**src/rtl/cmd_ctrl_pkg.sv**
```systemverilog
// rtl/cmd_ctrl_pkg.sv - command receiver states, width and opcodes shared with the decoder
// CMD_CHKSUM_EN adds the WAIT_CHK state for the trailing checksum byte.
package cmd_ctrl_pkg;

  localparam int CMD_W = 24;

  localparam logic [7:0] OP_NOP   = 8'h00;
  localparam logic [7:0] OP_READ  = 8'h40;
  localparam logic [7:0] OP_WRITE = 8'hA5;
  localparam logic [7:0] OP_CFG   = 8'hC0;

  typedef enum logic [1:0] {
    WAIT_B0  = 2'd0,
    WAIT_B1  = 2'd1,
`ifdef CMD_CHKSUM_EN
    WAIT_B2  = 2'd2,
    WAIT_CHK = 2'd3
`else
    WAIT_B2  = 2'd2
`endif
  } state_t;

endpackage

```
**src/rtl/cmd_tmr.sv**
```systemverilog
// rtl/cmd_tmr.sv - inter-byte timeout counter, saturating, terminal count at TIMEOUT_CYC-1
module cmd_tmr #(
  parameter int TIMEOUT_CYC = 1302000
) (
  input  logic clk,
  input  logic rst_n,
  input  logic clr,
  input  logic en,
  output logic tc
);

  localparam int                CNT_W   = $clog2(TIMEOUT_CYC + 1);
  localparam logic [CNT_W-1:0]  TC_VAL  = CNT_W'(TIMEOUT_CYC - 1);
  localparam logic [CNT_W-1:0]  MAX_VAL = CNT_W'(TIMEOUT_CYC);

  logic [CNT_W-1:0] cnt_q;

  // Holds at TIMEOUT_CYC rather than wrapping back into the terminal count.
  always_ff @(posedge clk or negedge rst_n) begin
    if (!rst_n) begin
      cnt_q <= '0;
    end else if (clr) begin
      cnt_q <= '0;
    end else if (en && (cnt_q != MAX_VAL)) begin
      cnt_q <= cnt_q + CNT_W'(1);
    end
  end

  assign tc = (cnt_q == TC_VAL);

endmodule

```
**src/rtl/cmd_rcv_ctrl.sv**
```systemverilog
// rtl/cmd_rcv_ctrl.sv - assembles UART bytes into 24-bit commands with inter-byte timeout
// CMD_CHKSUM_EN adds a fourth checksum byte that must bring the byte sum to zero.
module cmd_rcv_ctrl
  import cmd_ctrl_pkg::*;
#(
  parameter int TIMEOUT_CYC = 1302000
) (
  input  logic        clk,
  input  logic        rst_n,
  input  logic        rx_rdy,
  input  logic [7:0]  rx_data,
  output logic        clr_rx_rdy,
  input  logic        clr_cmd_rdy,
  output logic [23:0] cmd,
  output logic        cmd_rdy,
  output logic        timeout,
  output logic        chk_err
);

  state_t           state_q, state_d;
  logic             ack_q;
  logic             accept;
  logic [7:0]       b0_q, b1_q;
  logic [CMD_W-1:0] cmd_q;
  logic             cmd_rdy_q;
  logic             done;
  logic             tmr_clr, tmr_tc;
  logic [7:0]       last_byte;
  logic             chk_bad;

  // ack_q resets high so no acknowledge can leave the block while in reset.
  assign accept = rx_rdy & ~ack_q;

`ifdef CMD_CHKSUM_EN
  logic [7:0] b2_q;
  logic [7:0] sum;
  assign sum       = b0_q + b1_q + b2_q + rx_data;
  assign last_byte = b2_q;
`else
  assign last_byte = rx_data;
`endif

  always_comb begin
    state_d    = state_q;
    clr_rx_rdy = 1'b0;
    timeout    = 1'b0;
    chk_bad    = 1'b0;
    done       = 1'b0;
    tmr_clr    = 1'b0;
    case (state_q)
      WAIT_B0: begin
        tmr_clr = 1'b1;
        if (accept) begin
          clr_rx_rdy = 1'b1;
          state_d    = WAIT_B1;
        end
      end
      WAIT_B1: begin
        if (accept) begin
          clr_rx_rdy = 1'b1;
          tmr_clr    = 1'b1;
          state_d    = WAIT_B2;
        end else if (tmr_tc) begin
          timeout = 1'b1;
          state_d = WAIT_B0;
        end
      end
      WAIT_B2: begin
        if (accept) begin
          clr_rx_rdy = 1'b1;
          tmr_clr    = 1'b1;
`ifdef CMD_CHKSUM_EN
          state_d    = WAIT_CHK;
`else
          done       = 1'b1;
          state_d    = WAIT_B0;
`endif
        end else if (tmr_tc) begin
          timeout = 1'b1;
          state_d = WAIT_B0;
        end
      end
`ifdef CMD_CHKSUM_EN
      WAIT_CHK: begin
        if (accept) begin
          clr_rx_rdy = 1'b1;
          tmr_clr    = 1'b1;
          state_d    = WAIT_B0;
          if (sum == 8'h00) begin
            done = 1'b1;
          end else begin
            chk_bad = 1'b1;
          end
        end else if (tmr_tc) begin
          timeout = 1'b1;
          state_d = WAIT_B0;
        end
      end
`endif
      default: begin
        tmr_clr = 1'b1;
        state_d = WAIT_B0;
      end
    endcase
  end

  always_ff @(posedge clk or negedge rst_n) begin
    if (!rst_n) begin
      state_q   <= WAIT_B0;
      ack_q     <= 1'b1;
      b0_q      <= 8'h00;
      b1_q      <= 8'h00;
`ifdef CMD_CHKSUM_EN
      b2_q      <= 8'h00;
`endif
      cmd_q     <= '0;
      cmd_rdy_q <= 1'b0;
    end else begin
      state_q <= state_d;
      ack_q   <= clr_rx_rdy;
      if (clr_rx_rdy && (state_q == WAIT_B0)) b0_q <= rx_data;
      if (clr_rx_rdy && (state_q == WAIT_B1)) b1_q <= rx_data;
`ifdef CMD_CHKSUM_EN
      if (clr_rx_rdy && (state_q == WAIT_B2)) b2_q <= rx_data;
`endif
      if (done) cmd_q <= {b0_q, b1_q, last_byte};
      // Completion wins over both the consumer acknowledge and a new first byte.
      if (done) begin
        cmd_rdy_q <= 1'b1;
      end else if ((clr_rx_rdy && (state_q == WAIT_B0)) || clr_cmd_rdy) begin
        cmd_rdy_q <= 1'b0;
      end
    end
  end

  cmd_tmr #(
    .TIMEOUT_CYC (TIMEOUT_CYC)
  ) u_tmr (
    .clk   (clk),
    .rst_n (rst_n),
    .clr   (tmr_clr),
    .en    (state_q != WAIT_B0),
    .tc    (tmr_tc)
  );

  assign cmd     = cmd_q;
  assign cmd_rdy = cmd_rdy_q;
`ifdef CMD_CHKSUM_EN
  assign chk_err = chk_bad;
`else
  assign chk_err = 1'b0;
`endif

endmodule

```
**config.mk**
```make
export PLATFORM = sky130hd
export DESIGN_NAME = cmd_rcv_ctrl
export DESIGN_NICKNAME = d
export VERILOG_FILES = /design/src/rtl/cmd_ctrl_pkg.sv /design/src/rtl/cmd_tmr.sv /design/src/rtl/cmd_rcv_ctrl.sv
export SDC_FILE = /design/constraint.sdc
export NUM_CORES = 1
export LEC_CHECK = 0
export BUFFER_PORTS_ARGS = -buffer_cell sky130_fd_sc_hd__buf_4
export CORE_MARGIN = 2
export CORE_UTILIZATION = 57
export DETAILED_ROUTE_END_ITERATION = 8
export PLACE_DENSITY = 0.87
export REMOVE_ABC_BUFFERS = 1
export SLEW_MARGIN = 20
export SYNTH_ARGS = -nofsm -noshare
export SYNTH_HDL_FRONTEND = slang
export SYNTH_HIERARCHICAL = 1
export SYNTH_SLANG_ARGS = --single-unit
```
**constraint.sdc**
```tcl
create_clock -name clk -period 3.1 [get_ports clk]
set_input_delay 0.31 -clock clk [delete_from_list [all_inputs] [get_ports clk]]
set_output_delay 0.31 -clock clk [all_outputs]
set_load 0.01 [all_outputs]
```
==> metrics.md <==
| Metric | Value |
|---|---|
| Fillcell total | `~380` |
| Worst skew pair latency | `around 0.34 ns` |
| Post-synth EDFFs | `0` |
| Overall Global Routing Usage | `0.201` |
| Overflow after GRT | `0` |
| Worst Setup SP | `state_q[0]$_DFFE_PN0P_` |
| Standard-cell rows | `26` |
| CTS Hold Bufs | `0` |
| Crit path cell chain | `inv_1 > ha_1 > inv_1 > nand3_1 > or4_1 > or4_1 > a21oi_1` |
| Sequential fraction of the synthesis area | `0.546` |
| Number of global-route vias before repair | `roughly 2000` |
| Max Cap Viol | `0` |
| Register bit total from synthesis | `65` |
| Fin. max-slew vios | `0` |
| Vias per cell | `between 5 and 6` |
| Area grow syn2layout | `18.3%` |
| Leakage power | `1.53 nW` |
| Worst-path fanout max | `11` |
| Post-CTS Resized | `0` |
| Count leader, synth | `dfrtp_1` |
| Die H | `about 76 um` |
| Worst VDD drop | `0.000402 V` |
| FF-to-FF End | `u_tmr/cnt_q[17]$_DFFE_PN0P_` |
| Initial antenna violation count | `0` |
| Startpoint types | `flop` |
| Die width | `around 76 um` |
| Wire per inst | `about 15 um` |
| CTS tree | `yes` |
| Die footprint | `approximately 5800 sq um` |
| Number of clock buffers inserted by TritonCTS | `9` |
| Async S/R FF share, synth | `1.00` |
| Crit path to | `u_tmr/cnt_q[17]$_DFFE_PN0P_` |
| Setup CP Type | `flop to flop` |
| Nets | `roughly 310` |
| Final antenna-violating net count | `0` |
| Total power | `between 0.003 and 0.004 W` |
| DRT Pass-1 Iters | `4` |
| Max frequency | `approximately 0.4 GHz` |
| Core Util, Final | `0.695` |
| Final Hold Viols | `0` |
| CP max stage delay | `about 0.57 ns` |
| Yosys warnings | `6` |
| Slowest CP cell | `or4_1` |
| HPWL Detailed | `3.82 mm` |
| Port bufs | `38` |
| Total Routed Length | `5.49 mm` |
| Via count | `~2100` |
| Diodes inserted | `0` |
| Hold_ws | `around 0.054 ns` |
| R2R depth | `7` |
| Status | `finished clean` |
| H-Tree Depth | `3` |
| Arrival @ worst endpoint | `approximately 2.8 ns` |
| Fin crit period | `around 2.5 ns` |
| Placer congestion estimate | `0.829` |
| # IOs | `40` |
| Syn_area_per_cell | `12.1 sq um` |
| Top cells by count, synth | `dfrtp_1, mux2_2, a21oi_1, o21ai_0, nand2_1` |
| Layout cell share with drive strength beyond 1 | `0.357` |
| Min-delay worst type | `primary input to asynchronous set/reset pin` |
| Worst r2r src | `state_q[0]$_DFFE_PN0P_` |
| Top cell type by total area after synthesis | `dfrtp_1` |
| Final setup violation count | `0` |
| Mapped cell area | `2980 sq um` |
| Main synth FF type | `dfrtp_1` |
| CP Capture Type | `flop` |
| CTS sink cnt | `between 60 and 70` |
| Core area | `approximately 5100 sq um` |
| Yosys top cell area share | `0.538` |
| First DRT Iteration DRCs | `81` |
| # DRC | `0` |
| Multi-input gate area | `around 1300 sq um` |
| Tightest Pin Transition | `between 0.7 and 0.8 ns` |
| Final period util | `0.813` |
| Number of setup buffers added after CTS | `0` |
| Distinct cells, synth | `42` |
| Clock tree buffer depth | `2` |
| Clk pin slew, worst setup/hold paths | `about 0.070 ns` |
| CTS root buf | `clkbuf_8` |
| PD cells | `883 nW/um^2` |
| Worst Path Required | `3.37 ns` |
| Cells after Synth | `between 200 and 250` |
| Worst Skew | `0.00878 ns` |
| TNS Setup | `0 ns` |
| Slew headroom | `0.484` |
| Synth area leaders | `dfrtp_1, mux2_2, ha_1, a21oi_1, o21ai_0` |
| Largest net degree at the start of global routing | `66` |
| Register Area | `around 1600 sq um` |
| First-pass GRT wire length | `roughly 9.3 mm` |
| DP Area | `roughly 3300 sq um` |
| Final Cell Area | `3520 sq um` |
| Initial core utilization | `0.587` |
| R2r setup slk | `0.58 ns` |
| RSZ-0062 raised after global routing | `no` |
[kinds of logic after synthesis]
family	after synthesis	share of synthesized area
AND/OR/NAND/NOR	75	0.157
flip-flops	65	0.546
multiplexers	42	0.158
AO/OA/AOI/OAI	30	0.0567
buffers and inverters	20	0.0307
adder cells (fa/ha/maj)	7	0.0294
XOR/XNOR	7	0.0206
other	1	0.00126
[worst max-delay path, delay by kind of cell (launching register included)]
kind / cells / cell delay, ns
compound gates: 1 / 0.15
buf+inv: 2 / 0.36
flops: 1 / 0.43
fa+ha+maj: 1 / 0.22
simple gates: 3 / 1.29
[registers in the layout (all words and copies together) (netlist names)]
name / count
b1_q: 8
ack_q: 1
cmd_rdy: 1
state_q: 2
u_tmr/cnt_q: 21
b0_q: 8
cmd: 24
[metrics by stage]
| step | setup slack [ns] | std cells |
|---|---|---|
| floorplan | 0.853 | 235 |
| global placement | 0.708 | 345 |
| detailed placement | 0.593 | 345 |
| CTS | 0.581 | 361 |
| global route | 0.391 | 361 |
| finish | 0.580 | 361 |
[how the worst min path moves through the flow]
stage	start	to	slack, ns	cells after the start
3_3_place_gp	rst_n	cmd[18]$_DFFE_PN0P_	0.44	1
3_5_place_dp	rst_n	cmd[10]$_DFFE_PN0P_	0.44	1
6_report	rst_n	cmd[7]$_DFFE_PN0P_	0.05	1
2_1_floorplan	rst_n	b0_q[0]$_DFFE_PN0P_	0.01	0
5_1_grt	rst_n	cmd[15]$_DFFE_PN0P_	0.12	1
4_1_cts	rst_n	cmd[18]$_DFFE_PN0P_	0.07	1
[metal layers]
layer  GRT usage  vias up  share of wire
li1            -      973              -
met1       0.262     1028           0.44
met2       0.317       62           0.49
met3      0.0640       15          0.051
met4      0.0745        0          0.017
met5           0        -              0
[final cells by class]
cell class / instances / area share
clock buffer: 10 / 0.0362
clock inverter: 6 / 0.0259
inverter: 8 / 0.00852
multi-input combinational: 162 / 0.357
sequential: 65 / 0.462
tap: 70 / 0.0248
timing repair buffer: 40 / 0.0852
[placed cells by master, fill, tap and decap left out, types with 2 or more instances in the layout]
cell type,synthesis,final
nor3b_1,2,2
or3_2,2,2
inv_1,8,8
clkbuf_8,0,9
xor2_1,3,3
nand3_1,7,7
nand2_1,11,11
ha_1,7,7
bufinv_16,0,2
or3_1,8,8
nand4b_1,3,3
nand3b_1,2,2
xnor2_1,4,4
and3_1,2,2
nor3_1,5,5
a21oi_1,12,12
and4_1,2,2
mux2_2,41,41
nor3_4,2,2
nand4_1,7,7
or4_1,4,4
buf_4,1,40
dfrtp_1,64,64
nor2_1,10,10
o21ai_0,12,12
nand2b_1,2,2
o31ai_1,2,2
clkinv_4,0,2
[report_power, final]
part,internal [W],switching (W),total (W)
Clock,0.000457,0.000326,0.000783
Combinational,0.000544,0.000472,0.00102
Sequential,0.00114,0.000171,0.00131
Total,0.00214,0.000969,0.00311
No activity file was read; power rests on OpenSTA's default activity.
